[config.mk]
export PLATFORM = sky130hd
export DESIGN_NAME = mpy_share_arb
export DESIGN_NICKNAME = d
export VERILOG_FILES = /design/src/rtl/mpy_share_arb.sv
export SDC_FILE = /design/constraint.sdc
export NUM_CORES = 1
export LEC_CHECK = 0
export ABC_AREA = 1
export ABC_CLOCK_PERIOD_IN_PS = 1100
export CAP_MARGIN = 40
export CORE_MARGIN = 2
export CORE_UTILIZATION = 22
export CTS_CLUSTER_SIZE = 30
export DETAILED_ROUTE_END_ITERATION = 16
export GPL_TIMING_DRIVEN = 1
export PLACE_DENSITY = 0.79
export SKIP_CTS_REPAIR_TIMING = 1
export SLEW_MARGIN = 30
export SYNTH_ARGS = -nofsm -noshare
export SYNTH_HDL_FRONTEND = slang
export SYNTH_SLANG_ARGS = --single-unit
[constraint.sdc]
create_clock -name i_clk -period 1.1 [get_ports i_clk]
set_input_delay 0.22 -clock i_clk [delete_from_list [all_inputs] [get_ports i_clk]]
set_output_delay 0.22 -clock i_clk [all_outputs]
set_load 0.005 [all_outputs]
[src/rtl/mpy_share_arb.sv]
// Round-robin arbiter/sequencer that time-shares one external pipelined multiplier among NREQ requesters.
// Optional build macro MPY_SHARE_ARB_STATS_EN adds a saturating stall counter output o_stall_cnt.
module mpy_share_arb #(
    parameter int NREQ = 2,
    parameter int NA   = 14,
    parameter int NB   = 16,
    parameter int LAT  = 3,
    parameter int IW   = 3
) (
    input  logic                 i_clk,
    input  logic                 i_reset,
    input  logic [NREQ-1:0]      i_req_valid,
    output logic [NREQ-1:0]      o_req_ready,
    input  logic [NREQ*NA-1:0]   i_req_a,
    input  logic [NREQ*NB-1:0]   i_req_b,
    output logic                 o_mpy_ce,
    output logic [NA-1:0]        o_mpy_a,
    output logic [NB-1:0]        o_mpy_b,
    input  logic [NA+NB-1:0]     i_mpy_p,
    output logic                 o_res_valid,
    output logic [IW-1:0]        o_res_id,
    output logic [NA+NB-1:0]     o_res_p,
    input  logic                 i_res_ready
`ifdef MPY_SHARE_ARB_STATS_EN
    ,
    output logic [15:0]          o_stall_cnt
`endif
);

    logic            stall;
    logic [IW-1:0]   ptr;
    logic            gnt_any;
    logic [IW-1:0]   gnt_id;
    logic            tag_vld_p [LAT];
    logic [IW-1:0]   tag_id_p  [LAT];

    // The multiplier and the tag pipeline freeze together whenever a result is refused.
    assign stall    = o_res_valid & ~i_res_ready;
    assign o_mpy_ce = ~stall;

    // Two passes give the wrap-around search: first from ptr upward, then from 0 below ptr.
    always_comb begin
        gnt_any = 1'b0;
        gnt_id  = '0;
        if (!stall && !i_reset) begin
            for (int j = 0; j < NREQ; j++) begin
                if (!gnt_any && i_req_valid[j] && (IW'(j) >= ptr)) begin
                    gnt_any = 1'b1;
                    gnt_id  = IW'(j);
                end
            end
            for (int j = 0; j < NREQ; j++) begin
                if (!gnt_any && i_req_valid[j] && (IW'(j) < ptr)) begin
                    gnt_any = 1'b1;
                    gnt_id  = IW'(j);
                end
            end
        end
    end

    always_comb begin
        o_req_ready = '0;
        o_mpy_a     = '0;
        o_mpy_b     = '0;
        for (int j = 0; j < NREQ; j++) begin
            if (gnt_any && (gnt_id == IW'(j))) begin
                o_req_ready[j] = 1'b1;
                o_mpy_a        = i_req_a[j*NA +: NA];
                o_mpy_b        = i_req_b[j*NB +: NB];
            end
        end
    end

    always_ff @(posedge i_clk) begin
        if (i_reset) begin
            ptr <= '0;
        end else if (gnt_any) begin
            ptr <= (gnt_id == IW'(NREQ-1)) ? '0 : gnt_id + 1'b1;
        end
    end

    // ---- tag pipeline: stage 0 aligned with the multiplier input register ----
    always_ff @(posedge i_clk) begin
        if (i_reset) begin
            for (int i = 0; i < LAT; i++) begin
                tag_vld_p[i] <= 1'b0;
                tag_id_p[i]  <= '0;
            end
        end else if (o_mpy_ce) begin
            tag_vld_p[0] <= gnt_any;
            tag_id_p[0]  <= gnt_any ? gnt_id : '0;
            for (int i = 1; i < LAT; i++) begin
                tag_vld_p[i] <= tag_vld_p[i-1];
                tag_id_p[i]  <= tag_id_p[i-1];
            end
        end
    end

    // ---- result stage: last tag stage lines up with the multiplier output ----
    assign o_res_valid = tag_vld_p[LAT-1];
    assign o_res_id    = tag_id_p[LAT-1];
    assign o_res_p     = i_mpy_p;

`ifdef MPY_SHARE_ARB_STATS_EN
    function automatic logic [15:0] sat_inc16(input logic [15:0] v);
        return (v == 16'hFFFF) ? v : v + 16'd1;
    endfunction

    always_ff @(posedge i_clk) begin
        if (i_reset) begin
            o_stall_cnt <= '0;
        end else if (stall && (|i_req_valid)) begin
            o_stall_cnt <= sat_inc16(o_stall_cnt);
        end
    end
`endif

`ifdef FORMAL
    logic [7:0] f_cnt [NREQ];

    always_ff @(posedge i_clk) begin
        if (i_reset) begin
            for (int k = 0; k < NREQ; k++) f_cnt[k] <= '0;
        end else begin
            for (int k = 0; k < NREQ; k++) begin
                f_cnt[k] <= f_cnt[k]
                          + 8'(gnt_any && (gnt_id == IW'(k)))
                          - 8'(o_res_valid && i_res_ready && (o_res_id == IW'(k)));
            end
        end
    end

    always_ff @(posedge i_clk) begin
        a_ready_onehot: assert ($onehot0(o_req_ready));
        if (!i_reset && o_res_valid) begin
            a_res_id_range: assert (o_res_id < IW'(NREQ));
            a_res_matches:  assert (f_cnt[o_res_id] != 8'd0);
        end
    end
`endif

endmodule

==> summary.txt, run 1 <==
Drt initial violations - 33
Post-layout net count - 364
Setup WS post-layout - -845 ps
DP HPWL - 2820 um
Initial antenna violation count - 0
Unique masters post-synth - 19
Die width - 75.6 um
Pre-CTS setup slack - -1030 ps
Unrepaired setup endpoints after global routing - true
Fill cells - 494
Post-route cell area - 2360 um2
Most common library cells after synthesis - inv_1, buf_4, nand2_1
PD cells - 661 nW/um2
I/O Buffers - 99
Sequential share of the synthesized area - 0.177
Clk pin slew, worst setup/hold paths - 40 ps
Share of cells above drive strength 1 - 0.440
RD Place Congestion - 0.831
R2R Path End - ptr[0]$_SDFFE_PP0P_
Yosys warning count - 0
MaxCap Viol Count - 0
Req. time, crit path - 880 ps
Outcome - finished, violations left
Area Growth Syn to Fin - 109%
Initial DRT Pass Iterations - 2
Rows - 26
Global-route wire length before repair - 4660 um
Worst Path Max Fanout - 4
Max-slew violations - 0
Post-Syn Area - 1130 um2
Post-synth EDFFs - 6
Vias per cell - 3.94
Via Count - 1332
Fmax - 514 MHz
Crit Path Class - flip-flop to primary output
Final Non-Filler Cells - 338
CP Capture Type - primary output
DP Area - 2010 um2
Starting Density - 0.224
Worst hold path cell count - 3
CTS buffer count - 3
Final hold vios - 0
Gate Count Post-Synth - 165
Overall Global Routing Usage - 0.106
Largest area contributor in the netlist - buf_4
P_leak - 1.22 nW
R2r setup slk - -420 ps
Hold EP - ptr[0]$_SDFFE_PP0P_
Violated checks - setup timing
CTS tree - done
WP data arrival - 1730 ps
WL per Instance - 12.1 um
Worst Hold Class - input port to flip-flop
Hold_sp - i_reset
Tmin final - 1950 ps
Die area - 5720 um2
CTS Root Buffer Type - clkbuf_8
CTS Sinks - 7
Count leader, synth - inv_1
H-tree depth - 1
Fin util - 0.467
N_diodes - 0
Top cell type's share of synthesized area - 0.239
Drc violations - 0
Fin crit share - 1.77
I/O pins - 162
Placed Cells - 306
Final wirelength - 4100 um
Largest net degree at the start of global routing - 33
Final Setup Violations - 35
Avg Inst Size Synth - 6.84 um2
Die Y - 75.6 um
Max Root-Sink Buffers - 2
Clk Latency, worst-skew pair - 230 ps
Async SR Flop Fraction - 0
Vias in the first global route - 1082
Reg2Reg Launch Point - tag_vld_p[0][2]$_SDFFCE_PN0P_
Dominant synthesized flop cell - edfxtp_1
Synth top area cells - buf_4, o21ai_2, edfxtp_1
WHS - 387 ps
R2r worst-path depth - 7
FF+latch count, synth - 7
CP startpoint kind - flip-flop
Clock skew - 2.13 ps
Antenna viol nets, final - 0
GRT overflow - 0
Core Region - 5040 um2
Worst vdd ir - 0.369 mV
-- sequential cells by signal, summed over array words and instances (netlist names) --
| signal | cells |
|---|---|
| ptr | 1 |
| tag_id_p | 3 |
| tag_vld_p | 3 |
-- per-layer routing --
metal	GRT usage	share of wire	up-vias
li1	-	-	662
met1	0.103	0.35	575
met2	0.190	0.50	75
met3	0.0291	0.099	20
met4	0.0780	0.052	0
met5	0	0	-
-- through the flow --
stage                     power (mW)  setup TNS (ps)
final                           1.56          -24320
after floorplan                0.661           -3950
after global placement          1.03          -34920
after CTS                       1.42          -33560
after global routing            1.66          -26170
after detailed placement        1.04          -36250
-- critical path, cell delays in order, from the launching register on --
cell	delay, ps
edfxtp_1	480
a21oi_4	220
nand3_4	150
clkbuf_16	180
buf_8	120
buf_6	110
o21ai_2	110
buf_2	120
-- cell families after synthesis --
kind of cell / synth area share
other cells: 0.00332
flops: 0.177
buf+inv: 0.406
compound gates: 0.238
simple gates: 0.175
-- where the power goes --
part	switching, mW	internal, mW	total (mW)
Clock	0.115	0.251	0.366
Combinational	0.315	0.557	0.872
Sequential	0.00967	0.310	0.320
Total	0.439	1.12	1.56
-- area by class of cell --
cell class                      count  area, um2  area share
Clock buffer                        4       45.0      0.0191
Inverter                           41        159      0.0674
Multi-Input combinational cell     79        529       0.225
Sequential cell                     7        200      0.0850
Tap cell                           70       87.6      0.0372
Timing Repair Buffer              137       1340       0.567
-- worst max path at each step --
stage | startpoint | end | slack (ps)
after floorplan | tag_vld_p[0][2]$_SDFFCE_PN0P_ | o_mpy_b[15] | -140
after global placement | i_res_ready | o_mpy_b[6] | -960
after detailed placement | i_res_ready | o_mpy_b[15] | -1030
after CTS | i_res_ready | o_mpy_b[15] | -1020
after global routing | tag_vld_p[0][2]$_SDFFCE_PN0P_ | o_mpy_a[6] | -910
final | tag_vld_p[0][2]$_SDFFCE_PN0P_ | o_mpy_a[6] | -850
-- cells in the final DEF, fill, tap and decap left out, drive strengths merged --
| cell | n |
|---|---|
| buf | 66 |
| clkdlybuf4s50 | 61 |
| inv | 40 |
| nand2 | 36 |
| o21ai | 30 |
| clkbuf | 10 |
| edfxtp | 6 |
| nor2 | 6 |
| dlymetal6s2s | 4 |
| nand3 | 3 |
| conb | 2 |
| a21oi | 2 |
| clkinv | 1 |
| dfxtp | 1 |
No activity file was read; power rests on OpenSTA's default activity.
==> run 2: changes to the inputs <==
- CORE_ASPECT_RATIO: default -> 0.7
==> summary.txt, run 2 (same netlist as run 1, synthesis figures left out) <==
Crit Path Class - flip-flop to primary output
Pre-CTS setup slack - -1040 ps
Fin crit share - 1.68
Worst Hold Class - input port to flip-flop
Clk pin slew, worst setup/hold paths - 40 ps
WL per Instance - 12.1 um
DP HPWL - 2830 um
Fmax - 542 MHz
Clk Latency, worst-skew pair - 230 ps
Max-slew violations - 0
Overall Global Routing Usage - 0.108
CP startpoint kind - flip-flop
Worst Path Max Fanout - 6
Worst vdd ir - 0.276 mV
CTS Sinks - 7
Drt initial violations - 24
Post-layout net count - 352
I/O pins - 162
RD Place Congestion - 0.821
Core Region - 4860 um2
Global-route wire length before repair - 4890 um
Initial antenna violation count - 0
Drc violations - 0
Unrepaired setup endpoints after global routing - true
WP data arrival - 1620 ps
Setup WS post-layout - -745 ps
Die Y - 63.9 um
DP Area - 2040 um2
Tmin final - 1840 ps
Die area - 5730 um2
Worst hold path cell count - 3
Power Total - 1.47 mW
Final wirelength - 3930 um
Initial DRT Pass Iterations - 4
Area Growth Syn to Fin - 99.3%
Max Root-Sink Buffers - 2
Commonest non-fill, non-tap cells in the layout - clkdlybuf4s50_1, inv_1, o21ai_2, buf_2, nand2_2
PD cells - 652 nW/um2
Post-route cell area - 2250 um2
CTS buffer count - 3
Largest net degree at the start of global routing - 21
H-tree depth - 1
CTS Root Buffer Type - clkbuf_8
N_diodes - 0
Share of cells above drive strength 1 - 0.477
Final hold vios - 0
Vias in the first global route - 1171
Antenna viol nets, final - 0
Fin util - 0.463
Final Setup Violations - 42
Rows - 21
CTS tree - done
MaxCap Viol Count - 0
Commonest non-fill, non-tap cell in the layout - clkdlybuf4s50_1
R2r worst-path depth - 5
CP Capture Type - primary output
Die width - 89.6 um
Via Count - 1285
I/O Buffers - 99
Starting Density - 0.232
Clock skew - 4.57 ps
GRT overflow - 0
Violated checks - setup timing
Outcome - finished, violations left
P_leak - 1.16 nW
Vias per cell - 3.95
Req. time, crit path - 880 ps
Top flop regs - tag_id_p: 3 flops, tag_vld_p: 3 flops, ptr: 1 flops
run 2: layer usage:
| layer | wire [um] | vias up | track usage |
|---|---|---|---|
| met2 | 1900 | 85 | 0.200 |
| met3 | 490 | 10 | 0.0543 |
| li1 | - | 640 | - |
| met5 | 0 | - | 0 |
| met4 | 50 | 0 | 0.0280 |
| met1 | 1490 | 550 | 0.105 |
run 2: where the power goes:
part / leakage (nW) / switching [mW] / internal, mW
Combinational: 1.06 / 0.305 / 0.480
Sequential: 0.0790 / 0.0101 / 0.310
Clock: 0.0228 / 0.112 / 0.251
Total: 1.16 / 0.427 / 1.04
run 2: final timing paths:
path | from | to | slack [ps]
worst max-delay path | tag_vld_p[0][2]$_SDFFCE_PN0P_ | o_mpy_b[6] | -740
worst min-delay path | i_reset | ptr[0]$_SDFFE_PP0P_ | 400
worst max register to register | tag_vld_p[0][2]$_SDFFCE_PN0P_ | ptr[0]$_SDFFE_PP0P_ | -150
worst min register to register | ptr[0]$_SDFFE_PP0P_ | ptr[0]$_SDFFE_PP0P_ | 480
run 2: per-stage QoR:
step,hold WS (ps),setup TNS (ps),cells
3_3_place_gp,440,-36010,307
2_1_floorplan,282,-3950,166
4_1_cts,440,-34980,311
5_1_grt,419,-26700,325
3_5_place_dp,440,-37410,307
6_report,403,-24020,325
run 2: area by class of cell:
type / count / area (um2)
Fill cell: 465 / 2610
Timing Repair Buffer: 125 / 1180
Multi-Input combinational cell: 79 / 581
Sequential cell: 7 / 200
Inverter: 41 / 154
Tap cell: 69 / 86.3
Clock buffer: 4 / 45.0
run 2: worst max-delay path, stage by stage, from the launching register on:
cell and delay, ps:
edfxtp_1 500, nand2_4 130, nand2_4 60, nor2_4 120, buf_12 130, buf_8 110, buf_8 120, nand2_1 60
o21ai_2 50, buf_2 120
